### src/rtl/multicycle_sequencer.sv
// Multicycle CPU control sequencer: FETCH/DECODE/EXEC/WB with fetch timeout,
// halt and fault trapping, and a wrapping retired-instruction counter.
module multicycle_sequencer #(
   parameter int unsigned WORD_SIZE   = 16,
   parameter int unsigned MEM_TIMEOUT = 15
) (
   input  logic                 clk,
   input  logic                 reset_cpu,
   input  logic                 cpu_enable,
   input  logic [3:0]           opcode,
   input  logic [5:0]           func,
   input  logic                 mem_ready,
   output logic                 mem_read,
   output logic                 ir_write,
   output logic                 pc_write,
   output logic                 jmp,
   output logic                 reg_write,
   output logic                 rdst,
   output logic                 alus,
   output logic                 lhi,
   output logic                 wwd_strobe,
   output logic                 inst_done,
   output logic [WORD_SIZE-1:0] num_inst,
   output logic                 halted,
   output logic                 fault,
   output logic                 illegal,
   output logic [2:0]           state
);

   typedef enum logic [2:0] {
      S_IDLE   = 3'd0,
      S_FETCH  = 3'd1,
      S_DECODE = 3'd2,
      S_EXEC   = 3'd3,
      S_WB     = 3'd4,
      S_HALT   = 3'd5,
      S_FAULT  = 3'd6,
      S_BAD    = 3'd7
   } state_t;

   typedef enum logic [2:0] {
      I_ADD, I_ADI, I_LHI, I_JMP, I_WWD, I_HLT, I_ILL
   } instr_t;

   localparam logic [7:0] WAIT_LAST = 8'(MEM_TIMEOUT - 1);

   state_t               state_q, state_d;
   logic [7:0]           wait_q, wait_d;
   logic [3:0]           op_q, op_d;
   logic [5:0]           fn_q, fn_d;
   logic [WORD_SIZE-1:0] num_q, num_d;
   instr_t               cls;
   logic                 retire;

   // Decode only ever looks at the latched instruction word.
   always_comb begin
      cls = I_ILL;
      if (op_q == 4'd15 && fn_q == 6'd0)       cls = I_ADD;
      else if (op_q == 4'd4)                   cls = I_ADI;
      else if (op_q == 4'd6)                   cls = I_LHI;
      else if (op_q == 4'd9)                   cls = I_JMP;
      else if (op_q == 4'd15 && fn_q == 6'd28) cls = I_WWD;
      else if (op_q == 4'd15 && fn_q == 6'd29) cls = I_HLT;
   end

   always_ff @(posedge clk or posedge reset_cpu) begin
      if (reset_cpu) begin
         state_q <= S_IDLE;
         wait_q  <= '0;
         op_q    <= '0;
         fn_q    <= '0;
         num_q   <= '0;
      end else begin
         state_q <= state_d;
         wait_q  <= wait_d;
         op_q    <= op_d;
         fn_q    <= fn_d;
         num_q   <= num_d;
      end
   end

   always_comb begin
      state_d    = state_q;
      wait_d     = wait_q;
      op_d       = op_q;
      fn_d       = fn_q;
      mem_read   = 1'b0;
      ir_write   = 1'b0;
      pc_write   = 1'b0;
      jmp        = 1'b0;
      reg_write  = 1'b0;
      rdst       = 1'b0;
      alus       = 1'b0;
      lhi        = 1'b0;
      wwd_strobe = 1'b0;
      halted     = 1'b0;
      fault      = 1'b0;
      illegal    = 1'b0;
      retire     = 1'b0;

      case (state_q)
         S_IDLE: begin
            if (cpu_enable) begin
               state_d = S_FETCH;
               wait_d  = '0;
            end
         end
         S_FETCH: begin
            mem_read = 1'b1;
            if (mem_ready) begin
               ir_write = 1'b1;
               op_d     = opcode;
               fn_d     = func;
               state_d  = S_DECODE;
            end else if (wait_q == WAIT_LAST) begin
               state_d = S_FAULT;
            end else begin
               wait_d = wait_q + 8'd1;
            end
         end
         S_DECODE: state_d = S_EXEC;
         S_EXEC: begin
            case (cls)
               I_ADD: begin rdst = 1'b1; state_d = S_WB; end
               I_ADI: begin alus = 1'b1; state_d = S_WB; end
               I_LHI: begin lhi  = 1'b1; state_d = S_WB; end
               I_JMP: begin jmp = 1'b1; pc_write = 1'b1; retire = 1'b1; end
               I_WWD: begin wwd_strobe = 1'b1; pc_write = 1'b1; retire = 1'b1; end
               I_HLT: state_d = S_HALT;
               default: begin illegal = 1'b1; pc_write = 1'b1; retire = 1'b1; end
            endcase
         end
         S_WB: begin
            reg_write = 1'b1;
            pc_write  = 1'b1;
            retire    = 1'b1;
            rdst      = (cls == I_ADD);
            alus      = (cls == I_ADI);
            lhi       = (cls == I_LHI);
         end
         S_HALT:  halted = 1'b1;
         S_FAULT: fault  = 1'b1;
         default: state_d = S_IDLE;
      endcase

      // Retire overrides the per-state next state; enable is sampled only here.
      if (retire) begin
         state_d = cpu_enable ? S_FETCH : S_IDLE;
         wait_d  = '0;
      end
   end

   assign inst_done = retire;
   assign num_d     = num_q + {{(WORD_SIZE-1){1'b0}}, retire};
   assign num_inst  = num_q;
   assign state     = state_q;

endmodule

### config.mk
export PLATFORM = sky130hd
export DESIGN_NAME = multicycle_sequencer
export DESIGN_NICKNAME = d
export VERILOG_FILES = /design/src/rtl/multicycle_sequencer.sv
export SDC_FILE = /design/constraint.sdc
export NUM_CORES = 1
export LEC_CHECK = 0
export CELL_PAD_IN_SITES_DETAIL_PLACEMENT = 0
export CELL_PAD_IN_SITES_GLOBAL_PLACEMENT = 1
export CORE_MARGIN = 4
export CORE_UTILIZATION = 38
export CTS_CLUSTER_DIAMETER = 120
export CTS_CLUSTER_SIZE = 14
export DETAILED_ROUTE_END_ITERATION = 16
export PLACE_DENSITY = 0.8
export SETUP_SLACK_MARGIN = 0.1
export SLEW_MARGIN = 30
export SYNTH_ARGS = -nofsm -noshare
export SYNTH_HDL_FRONTEND = slang
export SYNTH_SLANG_ARGS = --single-unit
### constraint.sdc
create_clock -name clk -period 2.62 [get_ports clk]
set_input_delay 0.393 -clock clk [delete_from_list [all_inputs] [get_ports clk]]
set_output_delay 0.393 -clock clk [all_outputs]
set_load 0.03 [all_outputs]
==> results.md, run 1 <==
- The total CTS buffers is 5.
- The headroom to the max-slew limit is 0.5598.
- The number of hold-slack violations in the final timing report came to 0.
- The chip width is 80.22 um.
- The endpoint of the worst-slack reg-to-reg timing path is num_inst[11].
- The final layout contains 280 nets.
- Traced cell by cell, the critical path runs through nand3b_1 -> nor4_1 -> clkdlybuf4s50_1.
- Counting instances, the worst hold path has a depth of 1.
- In the global route stage, overall resource usage came out at 0.1557.
- The critical-path maximum fanout is 8.
- The synthesized netlist occupies a cell area of 1982 um2.
- The internal reg-to-reg setup slack is 0.19 ns.
- The number of pins with negative max-slew slack in the final report was 0.
- Setup violations remaining at the end of the flow were counted as 0.
- The setup clock skew after layout is 0.004838 ns.
- In the final routed layout, each cell accounts on average for 14.00 um.
- The worst setup margin is 0.1656 ns.
- During I/O placement, the number of pins put on the boundary was 46.
- The arrival time of the worst setup path is 2.06 ns.
- The part of the Yosys area used for sequential elements is 0.4672.
- The maximum number of pins on one net before global-route repair is 38.
- Clock-pin slew was measured on the worst setup and hold paths at 0.08 ns.
- The run finished with clean final reports.
- During placement, the flow inserted port buffers numbering 45.
- The initial antenna violation count is 0.
- For this run, design rule violations remaining after detail routing come to 0.
- Hold repair after CTS inserted 0 buffers.
- When the netlist entered floorplanning its net count stood at 216.
- After technology mapping, the gate count stands at 198.
- The post-detailed-placement half-perimeter wirelength is 3308 um.
- The via count of the first global-routing pass is 1676.
- After synthesis, the mean cell area works out to 10.01 um2.
- In the final layout, flip-flops and latches occupy 925.9 um2.
- The path with the worst hold slack has its endpoint at num_inst[15].
- Synthesis inferred 37 register bits.
- Fill cells in the final layout number 478.
- Once detail routing completed, the nets flagged for antenna violations numbered 0.
- The combined area of the multi-input logic cells is 1099 um2.
- The peak ir drop on the vdd network is 0.2532 mV.
- The tree is rooted in a sky130_fd_sc_hd__clkbuf_8.
- By startpoint and endpoint, the worst setup path is classified as flip-flop to output port.
- Prior to clock tree synthesis, the placed netlist has a worst setup slack of 0.05068 ns.
- On the critical path, the stage with the largest delay is an instance of sky130_fd_sc_hd__clkdlybuf4s50_1.
- The actual slew at the worst max-slew pin is 0.6560 ns.
- The highest clock frequency the design can meet is 407.4 MHz.
- No sink is reached through more buffers than the 2 on the longest clock path.
- The via-per-instance ratio is 5.201.
- Summed over all failing endpoints, the final setup total negative slack is 0 ns.
- Before antenna repair, the detailed router went through 4 iterations.
- The number of cell rows is 26.
- The congestion estimate from routability-driven global placement came to 0.8634.
- For this configuration, the core starts out at a cell density of 0.3905.
- The number of cells on the worst reg-to-reg path is 10.
- For this run the aggregate overflow at the end of global routing stands at 0.
- The total number of yosys warnings is 0.
- The post-detailed-routing wire length is 4661 um.
- The first global-routing pass estimated 7810 um of wire.
- The minimum clock period after layout is 2.454 ns.
- For the worst setup path, the data required time is 2.23 ns.
- The number of antenna cells inserted is 0.
- Counting flops with an async set or reset pin after synthesis yields a share of 1.000.
- The H-tree generated during clock tree synthesis spans 2 levels.
- The portion of the clock cycle consumed by the worst path in the final layout is 0.9368.
- The startpoint of the worst register-to-register path is op_q[3].
- The endpoint kind of the worst setup timing path is an output port.
- The placeable core region is 5075 um2.
- The number of violations of the max-capacitance limit is 0.
- TritonCTS built the clock tree.
- Setup repair after global routing could not meet its margin everywhere.
- The leading register cell type out of synthesis is sky130_fd_sc_hd__dfrtp_1.
- The number of distinct standard cells referenced by the synthesized netlist is 42.
- The design draws 1124 uW.
- Relative to the synthesized area, the layout overhead comes to 42.17%.
- The min-delay analysis places its worst path in the category flip-flop to flip-flop.
- The highest cell delay on the worst timing path is 0.74 ns.
- The startpoint class of the critical path is a flip-flop.
- The number of flops mapped to enable cells by yosys is 0.
- The total clock sinks is 37.
- The number of DRC violations after detailed-routing iteration 0 is 143.
- In this run the vertical extent of the chip is 80.22 um.
- The share of layout cells above drive strength 1 is 0.2357.
- The die covers 6435 um2.
- The total number of vias is 1732.
- In this run the power density over the cells is 399.0 nW/um2.
- The leakage power figure is 0.001237 uW.
- At the later pin of the worst-skew pair, clock insertion delay measures 0.29 ns.
- The origin of the worst min-delay path is num_inst[15].
==> repair_timing <==
action                                  in CTS  in global routing
endpoints found under the setup margin       8                 13
resized for setup                           15                 27
setup buffers                                2                  3
gates cloned                                 0                  0
pin swaps                                    1                  8
==> flip-flops by register name, summed over array words and instances, names as in the netlist <==
name,cells
fn_q,6
num_inst,16
op_q,4
state,3
wait_q,8
==> power by group <==
part           total, uW  internal [uW]  switching [uW]
clock                520            310             211
combinational       33.6           18.3            15.4
sequential           571            571               0
total               1120            898             226
==> metal layers <==
| layer | vias to the layer above | part of all wire | global-route usage |
|---|---|---|---|
| met2 | 49 | 0.48 | 0.2483 |
| met3 | 8 | 0.047 | 0.03475 |
| li1 | 839 | - | - |
| met5 | - | 0 | 0 |
| met4 | 0 | 0.015 | 0.06588 |
| met1 | 836 | 0.46 | 0.2024 |
==> cell families after synthesis <==
kind of cell,count (synthesis),share of synthesized area
simple gates,84,0.2348
flops,37,0.4672
compound gates,34,0.1193
xor+xnor,15,0.06629
buf+inv,14,0.03030
mux,10,0.05682
fa+ha+maj,4,0.02525
==> final cells by class <==
cell class                      count  share of cell area
Clock buffer                        6             0.02931
Tap cell                           70             0.03108
Multi-Input combinational cell    147              0.3899
Timing Repair Buffer               62              0.1958
Sequential cell                    37              0.3286
Inverter                            9             0.01199
Clock inverter                      2             0.01332
==> metrics by stage <==
| step | util | instance area [um2] | hold slack [ns] | cells |
|---|---|---|---|---|
| after detailed placement | 0.5101 | 2589 | 0.4645 | 320 |
| final | 0.5552 | 2818 | 0.4718 | 333 |
| after global routing | 0.5552 | 2818 | 0.5187 | 333 |
| after floorplan | - | 1988 | 0.4728 | 198 |
| after global placement | 0.5101 | 2589 | 0.4596 | 320 |
| after CTS | 0.5404 | 2743 | 0.4753 | 330 |
==> critical path, delay by kind of cell, from the launching register on <==
kind                   cells  cell delay (ns)
AND/OR/NAND/NOR            2             0.56
flip-flops                 1             0.46
buffers and inverters      1             0.74
==> layout by cell type (no fill, tap or decap), types with 5 or more instances in the layout <==
master and count:
sky130_fd_sc_hd__nand2_1 12, sky130_fd_sc_hd__o21ai_1 7, sky130_fd_sc_hd__nor3_1 5, sky130_fd_sc_hd__mux2_2 10, sky130_fd_sc_hd__clkbuf_8 6, sky130_fd_sc_hd__inv_1 8, sky130_fd_sc_hd__dfrtp_1 37, sky130_fd_sc_hd__nor2_1 14
sky130_fd_sc_hd__xor2_1 8, sky130_fd_sc_hd__nand3_1 16, sky130_fd_sc_hd__clkdlybuf4s50_1 38, sky130_fd_sc_hd__o21ai_0 9, sky130_fd_sc_hd__and2_1 6, sky130_fd_sc_hd__xnor2_1 7, sky130_fd_sc_hd__buf_4 17
==> cell usage after synthesis, drive strengths merged (2+ instances only) <==
cell / instances / area (um2)
dfrtp: 37 / 925.9
nand3: 17 / 85.08
nor2: 17 / 63.81
o21ai: 16 / 80.07
nand2: 12 / 45.04
mux2: 10 / 112.6
inv: 9 / 33.78
xor2: 8 / 70.07
and2: 7 / 45.05
xnor2: 7 / 61.31
nor3: 6 / 30.03
buf: 4 / 22.52
ha: 4 / 50.05
nand4: 4 / 25.02
nor4: 4 / 31.28
o21a: 4 / 30.03
and3: 3 / 18.77
nor3b: 3 / 27.52
o22ai: 3 / 18.77
a21oi: 2 / 10.01
a221oi: 2 / 17.52
nor2b: 2 / 12.51
o31a: 2 / 17.52
or2: 2 / 12.51
==> how the worst max path moves through the flow <==
stage                         from           end  slack (ns)  depth (start not counted)
after floorplan           state[0]  num_inst[13]        0.16                         10
after global placement     fn_q[0]          rdst        0.05                          5
after detailed placement   fn_q[0]          rdst        0.05                          5
after CTS                  fn_q[2]          rdst        0.08                          5
after global routing      state[2]  num_inst[11]        0.03                          9
final                     state[2]           jmp        0.17                          3
Note: power is estimated with default switching activity, not from simulation.
==> inputs of run 2 (changes only) <==
--- a/config.mk
+++ b/config.mk
@@ -14,7 +14,6 @@
 export DETAILED_ROUTE_END_ITERATION = 16
 export PLACE_DENSITY = 0.8
 export SETUP_SLACK_MARGIN = 0.1
-export SLEW_MARGIN = 30
 export SYNTH_ARGS = -nofsm -noshare
 export SYNTH_HDL_FRONTEND = slang
 export SYNTH_SLANG_ARGS = --single-unit
==> results of run 2 <==
No change in the layout: final DEF, timing and power equal those of run 1.
==> inputs of run 3 (changes only) <==
--- a/config.mk
+++ b/config.mk
@@ -7,6 +7,7 @@
 export LEC_CHECK = 0
 export CELL_PAD_IN_SITES_DETAIL_PLACEMENT = 0
 export CELL_PAD_IN_SITES_GLOBAL_PLACEMENT = 1
+export CORE_ASPECT_RATIO = 1.75
 export CORE_MARGIN = 4
 export CORE_UTILIZATION = 38
 export CTS_CLUSTER_DIAMETER = 120
==> results.md, run 3 (synthesis gave the netlist of run 1 again) <==
- The number of stages on the worst hold path is 1 (unchanged).
- The share of layout cells above drive strength 1 came to 0.2395 (was 0.2357).
- The part of the power in the clock network is 0.398 (was 0.463).
- The number of pins with negative max-slew slack in the final report was 0 (unchanged).
- The number of cell instances on the worst register-to-register path came to 10 (unchanged).
- The leakage power figure is 0.001230 uW (was 0.001237 uW).
- Most used cells in the layout excluding fill and tap cells: sky130_fd_sc_hd__clkdlybuf4s50_1, sky130_fd_sc_hd__dfrtp_1, sky130_fd_sc_hd__buf_4, sky130_fd_sc_hd__nand3_1, sky130_fd_sc_hd__nor2_1 (unchanged).
- The minimum clock period after layout is 2.511 ns (was 2.454 ns).
- The post-detailed-placement half-perimeter wirelength is 3836 um (was 3308 um).
- The headroom to the max-slew limit was 0.5782 (was 0.5598).
- The startpoint class of the critical path is a flip-flop (unchanged).
- The total clock sinks is 37 (unchanged).
- The critical-path maximum fanout is 8 (unchanged).
- Run status: finished clean (unchanged).
- The total CTS buffers was 5 (unchanged).
- The kind of critical path was flip-flop to output port (unchanged).
- The setup clock skew after layout is 0.005082 ns (was 0.004838 ns).
- The largest buffer count on any clock path came to 2 (unchanged).
- The count of final setup violators was 0 (unchanged).
- The overflow left after global routing was 0 (unchanged).
- The number of hold-slack violations in the final timing report came to 0 (unchanged).
- The initial antenna violation count is 0 (unchanged).
- The number of search-and-repair iterations in the first detailed-routing pass came to 4 (unchanged).
- The chip width is 62.59 um (was 80.22 um).
- The worst hold endpoint is num_inst[15] (unchanged).
- The overall die area was 6480 um2 (was 6435 um2).
- The number of DRC violations after detailed-routing iteration 0 is 57 (was 143).
- The deepest level of the CTS H-tree is 2 (unchanged).
- The placeable core region came to 5020 um2 (was 5075 um2).
- The number of nets with antenna violations after detailed routing is 0 (unchanged).
- The placer's final routability congestion estimate is 0.8653 (was 0.8634).
- The combinational group share of total power is 0.034 (was 0.030).
- The actual slew at the worst max-slew pin is 0.6285 ns (was 0.6560 ns).
- The final net count is 281 (was 280).
- The layout overhead on the synthesized area is 39.65% (was 42.17%).
- The endpoint kind of the worst setup timing path was an output port (unchanged).
- The wire length of the first global-routing pass is 8431 um (was 7810 um).
- The worst setup margin came to 0.1093 ns (was 0.1656 ns).
- The setup TNS came to 0 ns (unchanged).
- The cell internal power dissipation is 797.8 uW (was 898.3 uW).
- The total number of vias is 1743 (was 1732).
- The clock input transition at the sequential cells of the worst setup and hold paths is 0.07 ns (was 0.08 ns).
- The number of fill cells came to 465 (was 478).
- The data required time at the worst endpoint is 2.23 ns (about the same).
- The chip height came to 103.5 um (was 80.22 um).
- The via-per-instance ratio is 5.498 (was 5.201).
- The portion of the clock cycle consumed by the worst path in the final layout was 0.9583 (was 0.9368).
- The total power after layout is 1005 uW (was 1124 uW).
- The number of port buffers is 45 (unchanged).
- The via count of the first global-routing pass is 1767 (was 1676).
- The number of cell rows is 34 (was 26).
- The highest clock frequency the design can meet was 398.3 MHz (was 407.4 MHz).
- The DRC violation count after routing is 0 (unchanged).
- The post-detailed-routing wire length is 5048 um (was 4661 um).
- The switching part of the total came to 0.2064 (was 0.2009).
- The initial core utilization was 0.3948 (was 0.3905).
- The root buffer selected by CTS is sky130_fd_sc_hd__clkbuf_8 (unchanged).
- The origin of the worst min-delay path was num_inst[15] (unchanged).
- The arrival time of the worst setup path is 2.12 ns (was 2.06 ns).
- The power density over cell area is 363.2 nW/um2 (was 399.0 nW/um2).
- The power spent charging and discharging nets is 207.5 uW (was 225.9 uW).
- The clock insertion delay at the later pin of the skew report came to 0.29 ns (about the same).
- Unrepaired setup endpoints after global routing: true (unchanged).
- The worst slack at placement is 0.05487 ns (was 0.05068 ns).
- The number of antenna cells inserted is 0 (unchanged).
- The endpoint of the worst-slack reg-to-reg timing path is num_inst[13] (was num_inst[11]).
- The relative contribution of sequential cells to total power is 0.568 (was 0.507).
- The final core area utilization came to 0.5513 (was 0.5552).
- The peak ir drop on the vdd network was 0.2686 mV (was 0.2532 mV).
- The maximum number of pins on one net before global-route repair is 38 (unchanged).
- The worst min-delay path class is flip-flop to flip-flop (unchanged).
- The flip-flop count of the largest register after layout was 16 (unchanged).
- The internal reg-to-reg setup slack was 0.23 ns (was 0.19 ns).
- The number of violations of the max-capacitance limit came to 0 (unchanged).
- The startpoint of the worst register-to-register path is op_q[2] (was op_q[3]).
- The leading cell type in the layout, fill and taps excluded was sky130_fd_sc_hd__clkdlybuf4s50_1 (unchanged).
- The clock tree from TritonCTS is built (unchanged).
- The number of primary I/O pins is 46 (unchanged).
- The wire length per cell is 15.92 um (was 14.00 um).
- The total routing usage reported by global routing came to 0.1635 (was 0.1557).
run 3: worst max path at each step:
stage | from | to | slack [ns] | depth (start not counted)
after floorplan | state[0] | num_inst[13] | 0.16 | 10
after global placement | op_q[2] | wwd_strobe | 0.06 | 6
after detailed placement | fn_q[0] | pc_write | 0.05 | 5
after CTS | op_q[2] | lhi | 0.02 | 6
after global routing | op_q[2] | lhi | 0.04 | 6
final | op_q[2] | illegal | 0.11 | 6
run 3: layout make-up:
class	count	area [um2]	share of cell area
inverter	9	33.78	0.01221
clock buffer	7	86.33	0.03119
tap	54	67.56	0.02441
multi-input combinational	147	1090	0.3938
sequential	37	927.1	0.3350
timing repair buffer	63	563.0	0.2034
run 3: per-stage QoR:
step	area, um2	cells	hold WS [ns]
after floorplan	1988	198	0.4728
after global placement	2576	306	0.4547
after detailed placement	2576	306	0.4586
after CTS	2680	314	0.4701
after global routing	2768	317	0.4924
final	2768	317	0.4665
run 3: worst max-delay path: stages, from the launching register on:
cell and delay [ns]:
sky130_fd_sc_hd__dfrtp_2 0.46, sky130_fd_sc_hd__nor3b_2 0.19, sky130_fd_sc_hd__buf_4 0.16, sky130_fd_sc_hd__nor2_2 0.14, sky130_fd_sc_hd__o21ai_0 0.17, sky130_fd_sc_hd__a21oi_1 0.26, sky130_fd_sc_hd__dlygate4sd2_1 0.44
run 3: what timing repair did:
item                                    4_1_cts  5_1_grt
gates resized for setup                       9       22
buffers inserted                              1        3
pin swaps                                     0        9
hold endpoints to repair                      0        0
hold buffers                                  0        0
endpoints found under the setup margin        8       15
run 3: power by group through the flow:
stage / clock [uW] / sequential [uW] / combinational (uW)
final: 401 / 571 / 33.8
after global routing: 434 / 570 / 37.6
after CTS: 417 / 571 / 35.0
after detailed placement: 0 / 582 / 34.9
after global placement: 0 / 582 / 34.7
after floorplan: 0 / 582 / 9.63
run 3: layer usage:
| metal | track usage | up-vias | share of wire | wire, um |
|---|---|---|---|---|
| li1 | - | 836 | - | - |
| met1 | 0.1641 | 866 | 0.37 | 1853 |
| met2 | 0.3163 | 33 | 0.58 | 2914 |
| met3 | 0.02817 | 8 | 0.031 | 157 |
| met4 | 0.07425 | 0 | 0.025 | 124 |
| met5 | 0 | - | 0 | 0 |
